**src/rtl/mem_stage_pkg.sv**
```systemverilog
// Shared widths and the registered load-command payload for the memory stage.
package mem_stage_pkg;

    localparam int unsigned MEM_ADDR_WIDTH = 12;
    localparam int unsigned XLEN           = 32;
    localparam int unsigned REG_AW         = 5;
    localparam int unsigned MASK_W         = 4;

    // Everything a load needs after the upstream stage has moved on.
    typedef struct packed {
        logic [MEM_ADDR_WIDTH-1:0] addr;
        logic [MASK_W-1:0]         mask;
        logic                      sign_ext;
        logic                      rd_we;
        logic [REG_AW-1:0]         rd_addr;
    } load_cmd_t;

endpackage

```
**src/rtl/mem_load_align.sv**
```systemverilog
// Load-data formatter: picks lanes by mask (lane 3 = byte offset 0), then sign/zero extends.
module mem_load_align
    import mem_stage_pkg::*;
(
    input  logic [XLEN-1:0]   rdata_i,
    input  logic [MASK_W-1:0] mask_i,
    input  logic              sign_ext_i,
    output logic [XLEN-1:0]   data_o
);

    logic [15:0] half;
    logic [7:0]  byte_sel;
    logic        is_half;
    logic        is_byte;

    always_comb begin
        half     = '0;
        byte_sel = '0;
        is_half  = 1'b0;
        is_byte  = 1'b0;
        data_o   = '0;
        case (mask_i)
            4'b1111: data_o = {rdata_i[7:0], rdata_i[15:8], rdata_i[23:16], rdata_i[31:24]};
            4'b1100: begin half = {rdata_i[23:16], rdata_i[31:24]}; is_half = 1'b1; end
            4'b0011: begin half = {rdata_i[7:0], rdata_i[15:8]};    is_half = 1'b1; end
            4'b1000: begin byte_sel = rdata_i[31:24]; is_byte = 1'b1; end
            4'b0100: begin byte_sel = rdata_i[23:16]; is_byte = 1'b1; end
            4'b0010: begin byte_sel = rdata_i[15:8];  is_byte = 1'b1; end
            4'b0001: begin byte_sel = rdata_i[7:0];   is_byte = 1'b1; end
            default: data_o = '0;
        endcase
        // Misaligned (and any other) masks fall through as zero.
        if (is_half) begin
            data_o = {{16{sign_ext_i & half[15]}}, half};
        end else if (is_byte) begin
            data_o = {{24{sign_ext_i & byte_sel[7]}}, byte_sel};
        end
    end

endmodule

```
**src/rtl/mem_stage.sv**
```systemverilog
// Pipeline memory stage: issues data-RAM accesses, stalls for load latency, registers writeback.
module mem_stage
    import mem_stage_pkg::*;
#(
    parameter int unsigned RD_LAT = 1
) (
    input  logic                      clk,
    input  logic                      rst,
    input  logic                      valid_i,
    output logic                      stall_o,
    input  logic                      rd_we_i,
    input  logic [REG_AW-1:0]         rd_addr_i,
    input  logic [XLEN-1:0]           rd_data_i,
    input  logic                      ram_we_i,
    input  logic                      ram_re_i,
    input  logic [MEM_ADDR_WIDTH-1:0] ram_wr_addr_i,
    input  logic [XLEN-1:0]           ram_w_data_i,
    input  logic [MASK_W-1:0]         ram_wr_mask_i,
    input  logic                      ram_r_sign_ext_i,
    output logic                      bram_en,
    output logic [MASK_W-1:0]         bram_we,
    output logic [MEM_ADDR_WIDTH-1:0] bram_addr,
    output logic [XLEN-1:0]           bram_wdata,
    input  logic [XLEN-1:0]           bram_rdata,
    output logic                      wb_valid,
    output logic                      wb_rd_we,
    output logic [REG_AW-1:0]         wb_rd_addr,
    output logic [XLEN-1:0]           wb_rd_data
);

    localparam int unsigned CNT_W = 2;

    typedef enum logic {IDLE, LOAD_WAIT} state_e;

    state_e            state_q;
    logic [CNT_W-1:0]  cnt_q;
    logic              stall_q;
    load_cmd_t         ld_q;
    logic              wb_valid_q;
    logic              wb_rd_we_q;
    logic [REG_AW-1:0] wb_rd_addr_q;
    logic [XLEN-1:0]   wb_rd_data_q;

    logic              accept;
    logic              is_load;
    logic [XLEN-1:0]   load_data;

    // A store wins when both read and write are requested.
    assign accept  = rst & valid_i & (state_q == IDLE);
    assign is_load = ram_re_i & ~ram_we_i;

    mem_load_align u_align (
        .rdata_i    (bram_rdata),
        .mask_i     (ld_q.mask),
        .sign_ext_i (ld_q.sign_ext),
        .data_o     (load_data)
    );

    // RAM port: live command when accepting, frozen load copy while waiting.
    always_comb begin
        bram_en    = 1'b0;
        bram_we    = '0;
        bram_addr  = ram_wr_addr_i;
        bram_wdata = ram_w_data_i;
        if (state_q == LOAD_WAIT) begin
            bram_en   = rst;
            bram_addr = ld_q.addr;
        end else if (accept && (ram_we_i || ram_re_i)) begin
            bram_en = 1'b1;
            if (ram_we_i) begin
                bram_we = ram_wr_mask_i;
            end
        end
    end

    always_ff @(posedge clk or negedge rst) begin
        if (!rst) begin
            state_q      <= IDLE;
            cnt_q        <= '0;
            stall_q      <= 1'b0;
            ld_q         <= '0;
            wb_valid_q   <= 1'b0;
            wb_rd_we_q   <= 1'b0;
            wb_rd_addr_q <= '0;
            wb_rd_data_q <= '0;
        end else begin
            wb_valid_q <= 1'b0;
            case (state_q)
                IDLE: begin
                    if (accept && is_load) begin
                        state_q       <= LOAD_WAIT;
                        stall_q       <= 1'b1;
                        cnt_q         <= CNT_W'(RD_LAT - 1);
                        ld_q.addr     <= ram_wr_addr_i;
                        ld_q.mask     <= ram_wr_mask_i;
                        ld_q.sign_ext <= ram_r_sign_ext_i;
                        ld_q.rd_we    <= rd_we_i;
                        ld_q.rd_addr  <= rd_addr_i;
                    end else if (accept) begin
                        wb_valid_q   <= 1'b1;
                        wb_rd_we_q   <= rd_we_i & ~ram_we_i & (rd_addr_i != '0);
                        wb_rd_addr_q <= rd_addr_i;
                        wb_rd_data_q <= rd_data_i;
                    end
                end
                LOAD_WAIT: begin
                    if (cnt_q == '0) begin
                        state_q      <= IDLE;
                        stall_q      <= 1'b0;
                        wb_valid_q   <= 1'b1;
                        wb_rd_we_q   <= ld_q.rd_we & (ld_q.rd_addr != '0);
                        wb_rd_addr_q <= ld_q.rd_addr;
                        wb_rd_data_q <= load_data;
                    end else begin
                        cnt_q <= cnt_q - CNT_W'(1);
                    end
                end
                default: begin
                    state_q <= IDLE;
                    stall_q <= 1'b0;
                end
            endcase
        end
    end

    assign stall_o    = stall_q;
    assign wb_valid   = wb_valid_q;
    assign wb_rd_we   = wb_rd_we_q;
    assign wb_rd_addr = wb_rd_addr_q;
    assign wb_rd_data = wb_rd_data_q;

endmodule

```
**config.mk**
```make
export PLATFORM = sky130hd
export DESIGN_NAME = mem_stage
export DESIGN_NICKNAME = d
export VERILOG_FILES = /design/src/rtl/mem_stage_pkg.sv /design/src/rtl/mem_load_align.sv /design/src/rtl/mem_stage.sv
export SDC_FILE = /design/constraint.sdc
export NUM_CORES = 1
export LEC_CHECK = 0
export CELL_PAD_IN_SITES_DETAIL_PLACEMENT = 0
export CELL_PAD_IN_SITES_GLOBAL_PLACEMENT = 1
export CORE_UTILIZATION = 29
export CTS_CLUSTER_SIZE = 16
export DETAILED_ROUTE_END_ITERATION = 8
export PLACE_DENSITY = 0.81
export SLEW_MARGIN = 10
export SYNTH_ARGS = -nofsm -noshare
export SYNTH_HDL_FRONTEND = slang
export SYNTH_SLANG_ARGS = --single-unit
```
**constraint.sdc**
```tcl
create_clock -name clk -period 2.1 [get_ports clk]
set_input_delay 0.21 -clock clk [delete_from_list [all_inputs] [get_ports clk]]
set_output_delay 0.21 -clock clk [all_outputs]
set_load 0.01 [all_outputs]
```
---- Word-level counts from Yosys, hierarchy flattened ----
Index checks and enable logic that the tools add are counted.
storage, ports and cells
  memories kept ........................... 0
  output and inout port bits .............. 89
  flip-flop bits (word level) ............. 66
  input port bits ......................... 124
  memory bits (read-only) ................. 0
  RAM bits ................................ 0
  latch bits .............................. 0
cells by class
  $add $sub $neg .......................... 1
  eq/ne operators ......................... 12
  multipliers ............................. 0
  bitwise gates (word level) .............. 10
  divide/modulo/power cells ............... 0
  reduce and logical (&&, ||, !) cells .... 12
  shifts and indexed selects .............. 0
  mux-type cells .......................... 38
  magnitude comparators ................... 0
operators by type and width
  cell                                                              count
  32-bit 2-to-1 mux                                                 6
  32-bit case mux with 2 select lines                               1
  16-bit case mux with 2 select lines                               1
  8-bit case mux with 4 select lines                                1
  5-bit 2-to-1 mux                                                  3
  1-bit 2-to-1 mux                                                  14
  4-bit == test (second input constant)                             3
  12-bit 2-to-1 mux                                                 1
  4-bit 2-to-1 mux                                                  3
  5-bit case mux with 2 select lines                                1
  5-bit nonzero test                                                2
  1-bit AND                                                         8
  4-bit by 2-bit == test with 1-bit output (second input constant)  2
  1-bit case mux with 2 select lines                                4
  2-bit != test (second input constant)                             3
  2-bit AND reduction                                               3
  4-bit by 1-bit == test with 1-bit output (second input constant)  1
  4-bit by 3-bit == test with 1-bit output (second input constant)  1
  2-bit 2-to-1 mux                                                  2
  2-bit by 1-bit != test with 1-bit output (second input constant)  2
  2-bit case mux with 2 select lines                                1
  4-bit OR reduction                                                1
  3-bit AND reduction                                               1
  1-bit logical AND                                                 2
  5 further kinds                                                   6

---- Longest topological paths before layout ----
Gate-level depths: netlist of the first run.
  word-level depth ........................ 7
  gate-level depth with buffers ........... 9
  depth with buffers taken out ............ 7

---- Cells and area by module ----
Synthesis of the first run repeated with hierarchy kept, for this count alone.
unflattened totals
  cell total of the unflattened synthesis .. 377
  area, all modules ....................... 4194.0 um2
by module, submodules not included
  module          cells an instance  instances  seq. area each (um2)  area an instance (um2)
  mem_stage       250                1          1651.6                3417.0
  mem_load_align  127                1          0.0                   777.0

---- Worst setup path after synthesis of the first run ----
OpenSTA, ideal clock, no wires.
  path type ............................... register to register
  from .................................... register cnt_q[0]
  to ...................................... register wb_rd_data_q[26], in the netlist wb_rd_data[26]
  clock period less this slack ............ 1.744 ns
  stages on the path, launching flop included .. 10
  arrival ................................. 1.604 ns
  slack ................................... 0.356 ns
  required time ........................... 1.960 ns
  path buffers ............................ 2
  setup time .............................. 0.140 ns
  cell sequence ........................... dfrtp_1 > inv_1 > ha_1 > and2_1 > buf_2 > a21oi_4 > inv_2 > o21ai_2 > buf_4 > o311ai_2
on the way
  word-level cells in the longest chain between the ends .. 3
ends and longest elaborated chain
  what                                                RTL line          text
  start, declared                                     mem_stage.sv:36   logic [CNT_W-1:0] cnt_q;
  start signal, assigned                              mem_stage.sv:93   cnt_q <= CNT_W'(RD_LAT - 1);
  start signal, assigned                              mem_stage.sv:115  cnt_q <= cnt_q - CNT_W'(1);
  2-bit logical NOT                                   mem_stage.sv:107  if (cnt_q == '0) begin
  2-bit by 1-bit != test with 1-bit output (no line)  --
  3-bit AND reduction (no line)                       --
  end signal, assigned                                mem_stage.sv:103  wb_rd_data_q <= rd_data_i;
  end signal, assigned                                mem_stage.sv:113  wb_rd_data_q <= load_data;
  end, declared                                       mem_stage.sv:42   logic [XLEN-1:0] wb_rd_data_q;
Every way passes these cells.
A chain may end at the register's enable or synchronous reset.

---- Worst setup path in the final report of the first run ----
  from .................................... register state_q
  to ...................................... output bram_addr[4]
on the way
  word-level cells in the longest chain between the ends .. 1
ends and longest elaborated chain
  what                    RTL line          text
  start, declared         mem_stage.sv:35   state_e state_q;
  start signal, assigned  mem_stage.sv:78   state_q <= IDLE;
  start signal, assigned  mem_stage.sv:91   state_q <= LOAD_WAIT;
  start signal, assigned  mem_stage.sv:108  state_q <= IDLE;
  12-bit 2-to-1 mux       mem_stage.sv:65   if (state_q == LOAD_WAIT) begin
  end, declared           mem_stage.sv:22   output logic [MEM_ADDR_WIDTH-1:0] bram_addr,
Every way passes these cells.

==> results of run 1 <==
-- where the power goes --
group / switching [mW] / leakage (nW) / internal [mW]
Sequential: 0.171 / 0.804 / 1.52
Combinational: 0.631 / 1.43 / 0.785
Clock: 0.552 / 0.159 / 1.01
-- Yosys cell counts (all sizes together), types with 11 or more instances --
| cell type | number |
|---|---|
| clkbuf | 22 |
| a21oi | 18 |
| nor2 | 20 |
| inv | 18 |
| o311ai | 16 |
| o21ai | 42 |
| buf | 47 |
| a31oi | 15 |
| mux2 | 35 |
| o2111ai | 16 |
| nand3b | 18 |
| nand3 | 11 |
| dfrtp | 66 |
| nand2 | 33 |
-- metrics by stage --
stage	hold slack, ps	std cells	TNS, ps	utilization (%)
6_report	23.93	737	0	43.32
5_1_grt	69.23	737	-1.017	43.32
4_1_cts	35.88	735	0	43.21
3_5_place_dp	281.7	717	0	40.76
3_3_place_gp	293.0	717	0	40.76
2_1_floorplan	-85.59	433	0	-
-- cell type report --
class | count | share of cell area, %
multi-input cells | 279 | 33.42
repair buffers | 177 | 29.06
flip-flops and latches | 66 | 27.38
clock buffers | 12 | 4.415
well taps | 180 | 3.731
inverters | 19 | 1.182
clock inverters | 4 | 0.8085
-- final timing paths --
check                                  to  cells past startpoint             start
max                          bram_addr[4]                      3           state_q
min                        wb_rd_data[13]                      2               rst
max reg2reg                wb_rd_data[20]                      5           ld_q[8]
min reg2reg                      cnt_q[0]                      1          cnt_q[0]
max in group asynchronous         state_q                      3               rst
min in group clk           bram_wdata[19]                      0  ram_w_data_i[19]
-- critical path, stage by stage (launching register included) --
cell,delay [ps]
dfrtp_2,410
buf_12,230
mux2_2,350
clkdlybuf4s50_1,470
-- cell families (layout without fill, tap and decap cells) --
logic type	count (synthesis)	after routing	share of synthesized area, %
compound gates	122	122	21.37
simple gates	115	115	15.68
buf+inv	88	212	11.91
flops	66	66	39.79
mux	41	41	10.94
fa+ha+maj	1	1	0.3014
-- sequential cells by signal (all words and copies together), names as in the netlist --
| register | count |
|---|---|
| state_q | 1 |
| wb_rd_data | 32 |
| wb_rd_addr | 5 |
| wb_valid | 1 |
| cnt_q | 2 |
| ld_q | 23 |
| wb_rd_we | 1 |
| stall_o | 1 |
-- repair_timing --
| action | in CTS | in global routing |
|---|---|---|
| gates cloned | 1 | 0 |
| buffers inserted | 0 | 2 |
| hold buffers | 1 | 0 |
| setup endpoints to repair | 16 | 2 |
| hold endpoints to repair | 22 | 0 |
| gates resized for setup | 15 | 0 |
-- metal layers --
layer | global-route usage [%] | part of all wire [%] | wire length, µm | vias to the layer above
met5 | 0 | 0 | 0 | -
met2 | 29.65 | 50 | 6384 | 141
met3 | 4.588 | 8.4 | 1073 | 20
met1 | 21.90 | 41 | 5218 | 1810
met4 | 7.253 | 0.88 | 112 | 0
li1 | - | - | - | 1798
==> results.md, run 1 <==
- Status: finished, final reports clean
- Asr flop ratio synth: 100.0%
- Commonest non-fill, non-tap cell in the layout: clkdlybuf4s50_1
- Routability congestion estimate: 0.7812
- Number of global-route vias before repair: 3884
- Fin Clk Skew: 7.389 ps
- Global-route wire length before repair: 20.00 mm
- CP endpoint kind: output pin
- Register area share after synthesis: 39.79%
- Wirelength per Cell: 17.35 µm
- Pwr Density: 774.1 mW/mm²
- Syn avg cell area: 9.585 µm²
- Initial antenna violation count: 0
- IO Count: 213
- Final hold vios: 0
- Die height: 121.6 µm
- Final setup vio count: 0
- Buffer depth of the longest clock path: 2
- Worst Path Required: 1890 ps
- Ratio of cells with drive above 1 in the final layout: 20.11%
- Largest area contributor in the synthesized netlist: dfrtp_1
- Maxcap violations: 0
- Final worst path period share: 95.98%
- Worst Tran Pin Value: 1057 ps
- Total GRT Usage: 17.83%
- Placed Area: 0.005679 mm²
- R2R setup slack: 250 ps
- Most frequent cells in the layout: clkdlybuf4s50_1 (133), dfrtp_1 (65), o21ai_0 (37), mux2_2 (35), nand2_1 (33)
- Final min period: 2016 ps
- # diodes: 0
- Critical Path Fanout Max: 35
- Root Buffer: clkbuf_16
- Final nets: 677
- Leakage: 2.391 nW
- Fill cells: 1345
- Critical path class: reg2out
- Netlist cell types: 45
- Largest net degree at the start of global routing: 45
- Starting DRT DRC Count: 210
- Buffers on Ports: 148
- Finished Cell Area: 0.006036 mm²
- Clk slew on worst S/H paths: 50 ps
- Core Region: 0.01393 mm²
- TritonCTS clock tree: done
- Yosys warns: 0
- Die Wd: 121.6 µm
- Yosys top cell area share: 39.79%
- Final worst setup slack: 84.42 ps
- Drt via density: 5.114
- Row cnt: 43
- Initial Utilization: 29.78%
- Area contributors post-synth: dfrtp_1 (40%), mux2_2 (9.5%), buf_4 (6.3%)
- GRT overflow: 0
- DRT Pass-1 Iters: 4
- Synth Instances: 433
- Relative slew slack: 29.30%
- Residual DRC count: 0
- Worst skew pair latency: 330 ps
- Post-synth top flop: dfrtp_1
- WL final: 12.79 mm
- Fmax: 0.4961 GHz
- Detailed-route via count: 3769
- EDFF count, synth: 0
- Number of synthesized register bits: 66
- Maximum vdd drop: 336.3 µV
- Setup WS pre-CTS: 38.61 ps
- CTS buffer count: 9
- H-tree Lvls: 3
- Slew Limit Fails: 0
- Pwr Total: 4.672 mW
- Die Area: 0.01479 mm²
- Mapped Area: 0.004150 mm²
- Area Overhead vs Synth: 45.43%
- Worst Hold Class: in2async
- Sequential cell area: 0.001653 mm²
- Startpoint Class: register
- Arrival @ worst endpoint: 1810 ps
- Final HPWL DP: 9.277 mm
- Synth Net Count: 558
- Clk sinks: 66
- Multi-input logic area: 0.002017 mm²
- Remaining antenna violation count after routing: 0
No activity file was read; power rests on OpenSTA's default activity.
==> inputs of run 2 (changes only) <==
- CORE_ASPECT_RATIO: unset -> 0.5
==> run 2 against run 1 <==
- critical path depth stayed put
- routed wire length fell by 5.2%
- sequential power about the same
- via count fell by 2.0%
- cell count is 1.5% higher
- first-iteration DRC count shrank 12%
- flip-flop and latch count stayed put
- clock skew down 2.5 ps
- register-to-register slack worse by 50 ps
- combinational power about the same
- maximum frequency is 0.19% lower
- highest routed layer unchanged
==> results.md, run 2 (same netlist as run 1, synthesis figures left out) <==
- Routability congestion estimate: 0.8083
- Core Region: 0.01374 mm²
- GRT overflow: 0
- DRT Pass-1 Iters: 5
- Largest stage delay, worst path: 540 ps
- Critical Path Fanout Max: 6
- CP Launch Point: state_q
- Critical path cell sequence: and3b_2 -> and3_1 -> clkdlybuf4s50_1
- Die height: 86.59 µm
- Residual DRC count: 0
- Die Area: 0.01482 mm²
- Fmax: 0.4952 GHz
- Row cnt: 30
- Reg2reg start: ld_q[10]
- Pwr Density: 790.3 mW/mm²
- Flip-flop count of the largest register after layout: 32
- Placed Area: 0.005694 mm²
- Most frequent cells in the layout: clkdlybuf4s50_1 (147), dfrtp_1 (65), o21ai_0 (37), mux2_2 (35), nand2_1 (33)
- Clk sinks: 66
- Setup_tns: 0 ps
- Fin Clk Skew: 4.853 ps
- CTS buffer count: 9
- Buffers on Ports: 148
- RSZ-0062 raised after global routing: no
- Initial antenna violation count: 0
- H-tree Lvls: 3
- Final hold vios: 0
- TritonCTS clock tree: done
- Commonest non-fill, non-tap cell in the layout: clkdlybuf4s50_1
- Worst Hold Class: in2async
- Area Overhead vs Synth: 46.01%
- Starting DRT DRC Count: 185
- Root Buffer: clkbuf_16
- WL final: 12.12 mm
- Remaining antenna violation count after routing: 0
- # diodes: 0
- Relative slew slack: 51.60%
- Global-route wire length before repair: 19.17 mm
- Final min period: 2019 ps
- Status: finished, final reports clean
- Clk slew on worst S/H paths: 60 ps
- Maxcap violations: 0
- Final HPWL DP: 9.163 mm
- Leakage: 2.356 nW
- Total GRT Usage: 16.74%
- Number of global-route vias before repair: 3770
- Die Wd: 171.2 µm
- WHS: 73.67 ps
- Critical path's slowest cell: clkdlybuf4s50_1
- IO Count: 213
- Critical path class: reg2out
- Wirelength per Cell: 16.20 µm
- Buffer depth of the longest clock path: 2
- Finished Cell Area: 0.006060 mm²
- Drt via density: 4.940
- Maximum vdd drop: 344.4 µV
- Detailed-route via count: 3695
- Final nets: 676
- Worst Path Required: 1890 ps
- Largest net degree at the start of global routing: 57
- Slew Limit Fails: 0
- Initial Utilization: 30.21%
- Worst Tran Pin Value: 723.6 ps
- Worst skew pair latency: 330 ps
- CP endpoint kind: output pin
- Ratio of cells with drive above 1 in the final layout: 19.96%
- Final setup vio count: 0
- Startpoint Class: register
- Arrival @ worst endpoint: 1810 ps
- Final worst path period share: 96.16%
run 2: cell count changes in the layout (fill, tap and decap cells not counted), sizes merged:
| cell | previous run | this run |
|---|---|---|
| bufbuf | 1 | 0 |
| bufinv | 1 | 2 |
| clkdlybuf4s50 | 133 | 147 |
| clkinv | 4 | 2 |
| clkinvlp | 0 | 1 |
| dlygate4sd2 | 14 | 0 |
run 2: per-stage QoR:
stage	total power, mW	worst slack, ps	cells	utilization (%)
detailed placement	3.122	120.9	729	41.45
floorplan	2.440	355.8	433	-
global placement	3.098	189.2	729	41.45
finish	4.789	80.63	748	44.11
CTS	4.838	66.82	748	44.11
global route	5.039	6.678	748	44.11
run 2: per-layer routing:
layer | track usage (%) | up-vias | wire length (µm)
li1 | - | 1802 | -
met4 | 5.925 | 0 | 191
met1 | 20.67 | 1763 | 5363
met5 | 0 | - | 0
met2 | 28.57 | 103 | 5981
met3 | 4.201 | 27 | 580
run 2: cell type report:
| type | instances | area (µm²) |
|---|---|---|
| clock buffers | 12 | 266.5 |
| multi-input cells | 279 | 2017 |
| repair buffers | 176 | 1739 |
| flip-flops and latches | 66 | 1653 |
| well taps | 192 | 240.2 |
| fillers | 1352 | 7679 |
| clock inverters | 4 | 72.57 |
| inverters | 19 | 71.32 |
run 2: what timing repair did:
item                       4_1_cts  5_1_grt
setup buffers                    2        0
setup endpoints to repair       11        0
hold buffers                     1        0
hold endpoints to repair        16        0
resized for setup                1        0
run 2: critical path: cells and delay by family (launching register included):
family | cells | cell delay [ps]
simple gates | 2 | 500
flops | 1 | 440
buf+inv | 1 | 540
run 2: final timing paths:
check | to | depth (start not counted) | slack [ps]
max in group asynchronous | state_q | 3 | 950
min | wb_rd_data[12] | 2 | 70
max | bram_we[3] | 3 | 80
max reg2reg | wb_rd_data[21] | 5 | 200
min in group clk | bram_wdata[12] | 0 | 420
min reg2reg | cnt_q[0] | 1 | 470
run 2: where the power goes:
group,leakage [nW],internal [mW],switching (mW)
Clock,0.165,1.13,0.561
Sequential,0.804,1.52,0.167
Combinational,1.39,0.783,0.625
Total,2.36,3.44,1.35
